### src/rtl/debug_link_pkg.sv
// ----------------------------------------------------------------------------
// debug_link_pkg
// Shared definitions for the debug serial link (sender and receiver).
//   DBG_WIDTH  : bits per frame, LSB sent first
//   dbg_state_t: link FSM states (IDLE, SHIFT, TAIL)
//   dbg_word_t : one frame word
// ----------------------------------------------------------------------------
package debug_link_pkg;

    localparam int DBG_WIDTH = 40;

    typedef enum logic [1:0] {
        IDLE  = 2'd0,
        SHIFT = 2'd1,
        TAIL  = 2'd2
    } dbg_state_t;

    typedef logic [DBG_WIDTH-1:0] dbg_word_t;

endpackage

### src/rtl/debug_sync2.sv
// ----------------------------------------------------------------------------
// debug_sync2
// Two-flop synchronizer for a single-bit signal; both flops reset to 0.
// Ports:
//   clk  in  destination clock
//   rst  in  asynchronous active-high reset
//   d    in  asynchronous input
//   q    out synchronized output (2 cycles of latency)
// ----------------------------------------------------------------------------
module debug_sync2 (
    input  logic clk,
    input  logic rst,
    input  logic d,
    output logic q
);

    logic meta;

    always_ff @(posedge clk or posedge rst) begin
        if (rst) begin
            meta <= 1'b0;
            q    <= 1'b0;
        end else begin
            meta <= d;
            q    <= meta;
        end
    end

endmodule

### src/rtl/debug_data_receiver.sv
// ----------------------------------------------------------------------------
// debug_data_receiver
// Deserializer for the debug serial link. Samples sin while sframe=1,
// rebuilds each LSB-first WIDTH-bit word and offers it on a valid/ack
// handshake. Flags short, long and overrun frames with sticky bits.
//
// Optional feature (macro DEBUG_RX_SYNC_EN): when defined, sin and sframe
// each pass through a 2-flop synchronizer before the FSM, delaying all
// frame-relative timing by 2 cycles. When undefined they feed the FSM
// directly.
//
// Ports:
//   clk        in   link clock
//   rst        in   asynchronous active-high reset
//   sin        in   serial data, LSB first
//   sframe     in   frame qualifier, high for WIDTH cycles per word
//   data_out   out  last complete word (data_out[k] = frame bit k)
//   valid      out  data_out holds an unconsumed word
//   ack        in   consumer accepts data_out
//   err_clr    in   synchronous clear of sticky error flags
//   err_short  out  sticky: frame ended before WIDTH bits
//   err_long   out  sticky: sframe stayed high after WIDTH bits
//   overrun    out  sticky: word completed while previous still pending
//   dbg_state  out  current FSM state (IDLE=0, SHIFT=1, TAIL=2)
//
// Handshake: valid rises on the edge that samples the last frame bit. It
// stays high until an edge where ack=1, and falls on that edge unless a new
// word is published on the same edge (then the new word is loaded and valid
// stays high). ack while valid=0 has no effect.
// ----------------------------------------------------------------------------
module debug_data_receiver
    import debug_link_pkg::*;
#(
    parameter int WIDTH = DBG_WIDTH,
    parameter int CNT_W = 6
) (
    input  logic             clk,
    input  logic             rst,
    input  logic             sin,
    input  logic             sframe,
    output logic [WIDTH-1:0] data_out,
    output logic             valid,
    input  logic             ack,
    input  logic             err_clr,
    output logic             err_short,
    output logic             err_long,
    output logic             overrun,
    output logic [1:0]       dbg_state
);

    localparam logic [CNT_W-1:0] LAST = CNT_W'(WIDTH - 1);

    logic sin_s;
    logic sframe_s;

`ifdef DEBUG_RX_SYNC_EN
    debug_sync2 u_sync_sin (
        .clk (clk),
        .rst (rst),
        .d   (sin),
        .q   (sin_s)
    );

    debug_sync2 u_sync_sframe (
        .clk (clk),
        .rst (rst),
        .d   (sframe),
        .q   (sframe_s)
    );
`else
    assign sin_s    = sin;
    assign sframe_s = sframe;
`endif

    dbg_state_t       state;
    dbg_state_t       state_nxt;
    logic [CNT_W-1:0] count;

    // Only bits WIDTH-1..1 are stored: the bit that would sit in position 0
    // is always shifted out on the publishing edge, which takes its
    // replacement straight from sin_s.
    logic [WIDTH-1:1] shreg;
    logic [WIDTH-1:0] word;

    logic capture;
    logic publish;
    logic short_evt;
    logic long_evt;

    assign word      = {sin_s, shreg[WIDTH-1:1]};
    assign dbg_state = state;

    always_ff @(posedge clk or posedge rst) begin
        if (rst) begin
            state <= IDLE;
        end else begin
            state <= state_nxt;
        end
    end

    always_comb begin
        state_nxt = state;
        capture   = 1'b0;
        publish   = 1'b0;
        short_evt = 1'b0;
        long_evt  = 1'b0;
        case (state)
            IDLE: begin
                if (sframe_s) begin
                    capture   = 1'b1;
                    state_nxt = SHIFT;
                end
            end
            SHIFT: begin
                if (sframe_s) begin
                    capture = 1'b1;
                    if (count == LAST) begin
                        publish   = 1'b1;
                        state_nxt = TAIL;
                    end
                end else begin
                    short_evt = 1'b1;
                    state_nxt = IDLE;
                end
            end
            TAIL: begin
                // Bits past WIDTH are not sampled; wait for the frame to end.
                if (sframe_s) begin
                    long_evt = 1'b1;
                end else begin
                    state_nxt = IDLE;
                end
            end
            default: state_nxt = IDLE;
        endcase
    end

    // Shift register and bit counter.
    always_ff @(posedge clk or posedge rst) begin
        if (rst) begin
            shreg <= '0;
            count <= '0;
        end else if (short_evt) begin
            shreg <= '0;
            count <= '0;
        end else if (capture) begin
            shreg <= word[WIDTH-1:1];
            count <= publish ? '0 : count + 1'b1;
        end
    end

    // Output word and handshake.
    always_ff @(posedge clk or posedge rst) begin
        if (rst) begin
            data_out <= '0;
            valid    <= 1'b0;
        end else if (publish && (!valid || ack)) begin
            data_out <= word;
            valid    <= 1'b1;
        end else if (valid && ack) begin
            valid <= 1'b0;
        end
    end

    // Sticky error flags; a set event wins over err_clr on the same edge.
    always_ff @(posedge clk or posedge rst) begin
        if (rst) begin
            err_short <= 1'b0;
            err_long  <= 1'b0;
            overrun   <= 1'b0;
        end else begin
            if (short_evt) begin
                err_short <= 1'b1;
            end else if (err_clr) begin
                err_short <= 1'b0;
            end

            if (long_evt) begin
                err_long <= 1'b1;
            end else if (err_clr) begin
                err_long <= 1'b0;
            end

            if (publish && valid && !ack) begin
                overrun <= 1'b1;
            end else if (err_clr) begin
                overrun <= 1'b0;
            end
        end
    end

endmodule

### config.mk
export PLATFORM = sky130hd
export DESIGN_NAME = debug_data_receiver
export DESIGN_NICKNAME = d
export VERILOG_FILES = /design/src/rtl/debug_link_pkg.sv /design/src/rtl/debug_sync2.sv /design/src/rtl/debug_data_receiver.sv
export SDC_FILE = /design/constraint.sdc
export NUM_CORES = 1
export LEC_CHECK = 0
export ABC_CLOCK_PERIOD_IN_PS = 2880
export BUFFER_PORTS_ARGS = -buffer_cell sky130_fd_sc_hd__buf_2
export CAP_MARGIN = 20
export CELL_PAD_IN_SITES_DETAIL_PLACEMENT = 1
export CELL_PAD_IN_SITES_GLOBAL_PLACEMENT = 1
export CORE_UTILIZATION = 46
export CTS_CLUSTER_SIZE = 28
export DETAILED_ROUTE_END_ITERATION = 12
export PLACE_DENSITY_LB_ADDON = 0.08
export SLEW_MARGIN = 20
export SYNTH_ARGS = -nofsm -noshare
export SYNTH_HDL_FRONTEND = slang
export SYNTH_HIERARCHICAL = 1
export SYNTH_SLANG_ARGS = --single-unit
### constraint.sdc
create_clock -name clk -period 2.88 [get_ports clk]
set_input_delay 0.144 -clock clk [delete_from_list [all_inputs] [get_ports clk]]
set_output_delay 0.144 -clock clk [all_outputs]
set_load 0.02 [all_outputs]
==> out/metrics.sh, run 1 <==
WORSTSETUPSTARTPOINTTYPE='flop'
CLKLATENCYLATEPIN_PS=340
FINALHOLDWORSTSLACK_PS=51.5
HOLD_VIOLATIONS=0
SYNTHDOMINANTAREACELLTYPE='dfrtp_1'
WORSTPATHMAXFANOUT=25
WHS_PATH_DEPTH=2
SETUP_VIOL=0
NUMCTSBUFFERS=9
DIEAREA_MM2=0.00785
NUMBER_OF_GLOBAL_ROUTE_VIAS_BEFORE_REPAIR=2138
SYNTH_SEQ_CELLS=91
FLOORPLAN_DIE_WIDTH_UM=88.6
DETAILED_PLACE_HPWL_MM=4.04
SYNTH_AREA_MM2=0.00345
SWSHARE_PCT=21.6
ROUTE.VIAS.TOTAL=2036
WORST_PATH_CLASS_SETUP='flop to flop'
YS_TOP_CELLS_BY_COUNT='dfrtp_1, a22o_1, mux2_2'
WORST_SLEW_PIN_SLEW_PS=579
WIRELENGTH_MM=6.26
SYNTHESIS.INSTANCES=223
SYNTH_ENABLE_FLOP_CELLS=0
ENDPOINT_KIND='flop'
SYNTH_FP_NETS=230
IO_BUFFERS=51
FINAL_MIN_PERIOD_OVER_CLOCK_PERIOD_PCT=67.0
GP_ROUTABILITY_CONGESTION=0.670
AREA_GROWTH_SYN_TO_FIN_PCT=16.3
DRT_FIRST_PASS_ITERS=4
GRT.TOTAL_USAGE_PCT=18.5
HP-START='sin'
PIN_COUNT=52
REG2REG_FROM='count[0]'
TIMING.CRITICAL_PATH.ARRIVAL_PS=2150
DRV_SLEW=0
FINAL_LAYOUT_SETUP_TOTAL_NEGATIVE_SLACK_PS=0
DRC_ERRORS=0
ANT_NETS=0
CLK_PATH_BUF_DEPTH=2
WIRE_PER_INST_UM=16.4
RUN_STATUS='complete, no violations'
COUNT_OF_UNIQUE_LIBRARY_CELLS_INSTANTIATED_BY_YOSYS=31
TIMING.CLOCK.SKEW_PS=6.57
SYNTH_TOP_AREA_SHARE_PCT=66.0
CTS.CLK_SLEW.WORST_PATHS_PS=80
SYNTH_WARNINGS=6
ANTENNA_FOUND_INITIAL=0
DIE_H_UM=88.6
CRITPATHLAUNCH='count[0]'
TRITONCTS='done'
NUMCLOCKSINKS=91
YOSYS-TOP-CELLS-AREA='dfrtp_1, a22o_1, mux2_2'
CPPEAKSTAGEDELAY_PS=380
ASYNC_RESET_FF_SHARE_PCT=100
SLEW_HEADROOM_PCT=61.3
CLOCK_TREE.HTREE_LEVEL_COUNT=3
CRITICAL-PATH-TOP-DELAY-FAMILY='simple AND/OR/NAND/NOR gates'
VIA_PER_INST=5.33
TIMING.CRITICAL_PATH.SLOWEST_STAGE_CELL='dfrtp_1'
COMBPWRFRAC_PCT=4.3
HOLD_CLASS='input port to flop'
STD_CELL_ROWS=31
WORST-PATH-STAGES=5
REG2REGPATHDEPTH=5
POWER_PER_UNIT_OF_STANDARD_CELL_AREA_mW_PER_MM2=552
PIN_COUNT_OF_THE_BIGGEST_NET_ENTERING_GLOBAL_ROUTING=36
STARTING_DENSITY_PCT=47.6
POSTSYNTHAREAPERCELL_UM2=15.5
GRT_SETUP_UNREPAIRED='no'
MAX_CAP_VIOLATIONS=0
ACHIEVABLE-FREQUENCY_GHz=0.518
SYNTH_MOST_COMMON_CELL='dfrtp_1'
TIMING.CRITICAL_PATH.BUF_INV=1
DESIGN.FINAL.NETS=287
CORE_MM2=0.00725
WORST_IR_DROP_VDD_V=0.000257
POWER.LEAKAGE_uW=0.00214
SYNTH_FF_TYPE='dfrtp_1'
P_INT_uW=1740
DRIVE_ABOVE_1_SHARE_PCT=34.3
GLOBAL_ROUTE.OVERFLOW_TOTAL=0
SHARE_CLK_OF_TOTAL_POWER_PCT=36.6
LAYOUT_MIN_CYCLE_TIME_PS=1930
NET-SWITCHING-POWER_uW=479
POWER.SHARE.SEQUENTIAL_PCT=59.1
CTS_ROOT_BUF='clkbuf_8'
ANTENNA-DIODE-COUNT=0
CRIT_CHAIN='ha_1 -> nand2_1 -> nor4b_4 -> buf_4 -> mux2_2'
SEQ_AREA_FRAC_SYNTH_PCT=66.0
WIRE_LENGTH_OF_THE_FIRST_GLOBAL_ROUTING_PASS_MM=10.8
DRT_ITER0_DRC=69
WORSTPATHREQUIRED_PS=3100
POSTCTSRESIZEDCELLS=0
-- final timing paths --
path / slack, ps / endpoint
worst max-delay path: 950 / data_out[17]
worst min-delay path: 50 / data_out[39]
worst max register to register: 950 / data_out[17]
worst min register to register: 480 / overrun
max in group asynchronous: 1640 / shreg[7]
min in group asynchronous: 400 / data_out[11]
-- layer usage --
layer / routed length, um / share of wire (%) / vias up / global-route usage (%)
li1: - / - / 933 / -
met1: 2930 / 47 / 1062 / 25.8
met2: 3050 / 49 / 32 / 28.5
met3: 181 / 2.9 / 9 / 3.54
met4: 90 / 1.4 / 0 / 7.92
met5: 0 / 0 / - / 0
-- registers in the layout, indices dropped and copies added (netlist names) --
register	count
count	6
data_out	40
valid	1
dbg_state	2
shreg	39
err_short	1
err_long	1
overrun	1
-- power groups by stage --
stage / clock network (uW) / logic [uW] / registers, uW
floorplan: 0 / 62.6 / 1330
detailed placement: 0 / 94.6 / 1330
CTS: 848 / 97.6 / 1310
finish: 812 / 94.4 / 1310
global placement: 0 / 93.8 / 1330
global route: 901 / 109 / 1310
-- placed cells by master (no fill, tap or decap), types with 2 or more instances in the layout --
cell,instances
dfrtp_1,91
buf_2,51
a22o_1,41
mux2_2,21
mux2_1,20
clkbuf_8,10
buf_4,6
nand2_1,5
inv_1,4
o21a_1,3
clkinv_2,3
nand3_1,2
o21ai_0,2
dlygate4sd3_1,2
-- kinds of logic after synthesis --
group	share of synthesized area [%]
fa+ha+maj	0.363
compound gates	13.2
flops	66.0
simple gates	4.10
buf+inv	2.94
mux	13.4
-- area by class of cell --
| cell class | instances | area, um^2 |
|---|---|---|
| Fill cell | 740 | 3240 |
| Sequential cell | 91 | 2280 |
| Multi-Input combinational cell | 114 | 1090 |
| Timing Repair Buffer | 59 | 320 |
| Clock buffer | 11 | 141 |
| Tap cell | 99 | 124 |
| Clock inverter | 3 | 40.0 |
| Inverter | 5 | 20.0 |
-- stage by stage --
step	cell area [um^2]	setup slack (ps)	utilization (%)	instances	power, uW
after detailed placement	3810	963	52.5	366	1430
final	4010	951	55.3	382	2210
after global routing	4010	790	55.3	382	2320
after CTS	4010	946	55.3	382	2250
after floorplan	3450	372	-	223	1400
after global placement	3810	1010	52.5	366	1430
-- repair_timing --
action                                 CTS  global route
endpoints found under the hold margin   34             0
hold buffers                             2             0
setup buffers                            0             0
Power figures use the tool's default switching activity.
==> run 2: changes to the inputs <==
--- a/config.mk
+++ b/config.mk
@@ -5,7 +5,7 @@
 export SDC_FILE = /design/constraint.sdc
 export NUM_CORES = 1
 export LEC_CHECK = 0
-export ABC_CLOCK_PERIOD_IN_PS = 2880
+export ABC_CLOCK_PERIOD_IN_PS = 1850
 export BUFFER_PORTS_ARGS = -buffer_cell sky130_fd_sc_hd__buf_2
 export CAP_MARGIN = 20
 export CELL_PAD_IN_SITES_DETAIL_PLACEMENT = 1
==> constraint.sdc (replaced) <==
create_clock -name clk -period 1.85 [get_ports clk]
set_input_delay 0.0925 -clock clk [delete_from_list [all_inputs] [get_ports clk]]
set_output_delay 0.0925 -clock clk [all_outputs]
set_load 0.02 [all_outputs]
==> run 2 against run 1 <==
Effect of this change: first-iteration DRC count shrank 16%; via count is 3.5% higher; total power increased by 64%; cell count increased by 3.4%; die area is the same; clock power grew 76%; design area grew 4.1%; sequential power up 56%; hold slack improved by 3.0 ps; core utilization increased by 2.3 points; sequential share of layout area down 2.2 points; combinational power grew 78%; critical path type unchanged; largest power group unchanged.
==> out/metrics.sh, run 2 (same netlist as run 1, synthesis figures left out) <==
RUN_STATUS='complete, no violations'
WORST_SLEW_PIN_SLEW_PS=480
TIMING.CLOCK.SKEW_PS=9.04
FINISH.UTILIZATION_PCT=57.6
COMBPWRFRAC_PCT=4.6
POST-PLACE-CELLS=372
TOPROUTINGLAYERUSED='met4'
WIRE_LENGTH_OF_THE_FIRST_GLOBAL_ROUTING_PASS_MM=10.4
WORST_PATH_CLASS_SETUP='flop to flop'
GLOBAL_ROUTE.OVERFLOW_TOTAL=0
GRT.TOTAL_USAGE_PCT=17.7
CORE_MM2=0.00725
SETUP_VIOL=0
VIA_PER_INST=5.33
LAYOUT_MIN_CYCLE_TIME_PS=1810
POWER.SHARE.SEQUENTIAL_PCT=56.0
POWER_PER_UNIT_OF_STANDARD_CELL_AREA_mW_PER_MM2=870
AREA_GROWTH_SYN_TO_FIN_PCT=21.1
ANTENNA_FOUND_INITIAL=0
TOP_REGISTER='data_out'
TRITONCTS='done'
NUMCTSBUFFERS=9
WORSTPATHMAXFANOUT=12
DESIGN.FINAL.NETS=298
DRT_FIRST_PASS_ITERS=4
DETAILED_PLACE_HPWL_MM=3.89
MET2WIRELENGTH_MM=3.13
ANT_NETS=0
FLOORPLAN_DIE_WIDTH_UM=88.6
LAYOUT.CELLS.MOST_COMMON='dfrtp_1'
WORST_IR_DROP_VDD_V=0.000455
LAYOUT.CELLS.MOST_COMMON_LIST='dfrtp_1, buf_2, a22o_1'
PIN_COUNT=52
CRITPATHLAUNCH='count[1]'
DIE_H_UM=88.6
TIMING.CRITICAL_PATH.ARRIVAL_PS=2050
ANTENNA-DIODE-COUNT=0
FINAL_LAYOUT_SETUP_TOTAL_NEGATIVE_SLACK_PS=0
POWER.LEAKAGE_uW=0.00221
STD_CELL_ROWS=31
HOLD_CLASS='input port to flop'
DRT_ITER0_DRC=58
MAX_CAP_VIOLATIONS=0
REG2REGPATHDEPTH=6
TOTALPOWERFINAL_uW=3640
FINAL_MIN_PERIOD_OVER_CLOCK_PERIOD_PCT=97.9
SWSHARE_PCT=22.0
WIRE_PER_INST_UM=16.9
P_INT_uW=2840
CLOCK_TREE.HTREE_LEVEL_COUNT=3
DRV_SLEW=0
CTS.CLK_SLEW.WORST_PATHS_PS=80
NUMBER_OF_FLIP_FLOPS_IN_THE_LARGEST_REGISTER=40
IO_BUFFERS=51
CLKLATENCYLATEPIN_PS=350
HOLD_VIOLATIONS=0
PIN_COUNT_OF_THE_BIGGEST_NET_ENTERING_GLOBAL_ROUTING=92
REG_TOP3='data_out x40, shreg x39, count x6'
SHARE_CLK_OF_TOTAL_POWER_PCT=39.4
SLEW_HEADROOM_PCT=68.0
ACHIEVABLE-FREQUENCY_GHz=0.552
HP-START='sframe'
CTS_ROOT_BUF='clkbuf_8'
WORSTSETUPSTARTPOINTTYPE='flop'
DRIVE_ABOVE_1_SHARE_PCT=36.5
NUMBER_OF_GLOBAL_ROUTE_VIAS_BEFORE_REPAIR=2092
DIEAREA_MM2=0.00785
ENDPOINT_KIND='flop'
GP_ROUTABILITY_CONGESTION=0.677
DRT-MET1-WL_MM=3.27
NET-SWITCHING-POWER_uW=799
WIRELENGTH_MM=6.66
STARTING_DENSITY_PCT=47.6
LAYOUT.CELLS.NON_FILLER=395
ROUTED-WL-MET3_UM=209
DRC_ERRORS=0
GRT_SETUP_UNREPAIRED='yes'
CLK_PATH_BUF_DEPTH=2
NUMCLOCKSINKS=91
ROUTE.VIAS.TOTAL=2107
WORSTPATHREQUIRED_PS=2090
REG2REG_FROM='count[1]'
WHS_PATH_DEPTH=2
run 2: changes by cell type in the layout (fill, tap and decap cells not counted), sizes merged:
cell / before / now
buf: 57 / 65
clkbuf: 11 / 14
clkinv: 3 / 0
clkinvlp: 0 / 3
bufinv: 1 / 2
dlygate4sd3: 2 / 3
run 2: cell type report:
class	count	area, um^2
inverter	5	22.5
tap	99	124
sequential	91	2280
timing repair buffer	70	452
clock inverter	4	75.1
multi-input combinational	114	1090
clock buffer	12	135
fill	721	3080
run 2: per-stage QoR:
stage	setup slack, ps	hold WS (ps)	instance area, um^2
after floorplan	121	198	3450
after global placement	60.8	271	3880
after detailed placement	10.2	271	3880
after CTS	1.75	39.5	4120
after global routing	-28.6	68.0	4180
final	38.1	54.5	4180
run 2: power groups by stage:
stage / Clock, uW / Combinational [uW] / Sequential, uW
after floorplan: 0 / 98.0 / 2080
after global placement: 0 / 163 / 2070
after detailed placement: 0 / 166 / 2070
after CTS: 1470 / 171 / 2040
after global routing: 1540 / 191 / 2040
final: 1430 / 168 / 2040
run 2: final timing paths:
check,slack (ps),end
setup / recovery,40,data_out[25]
hold / removal,50,dbg_state[1]
setup reg to reg,40,data_out[25]
hold reg to reg,490,data_out[1]
max in group asynchronous,1060,err_short
min in group asynchronous,410,data_out[14]
run 2: repair_timing:
| item | 4_1_cts | 5_1_grt |
|---|---|---|
| hold buffers | 3 | 0 |
| hold endpoints to repair | 93 | 0 |
| setup buffers | 0 | 2 |
| gates resized for setup | 0 | 3 |
| setup endpoints to repair | 0 | 16 |
run 2: critical path, stage by stage (launching register included):
cell and delay (ps):
dfrtp_1 390, ha_1 190, nand2_2 100, nor4b_4 310, buf_4 210, clkbuf_16 180
mux2_2 330
run 2: layer usage:
layer  up-vias  GRT usage (%)
li1        964              -
met1      1088           26.1
met2        48           25.8
met3         7           3.73
met4         0           7.04
met5         -              0
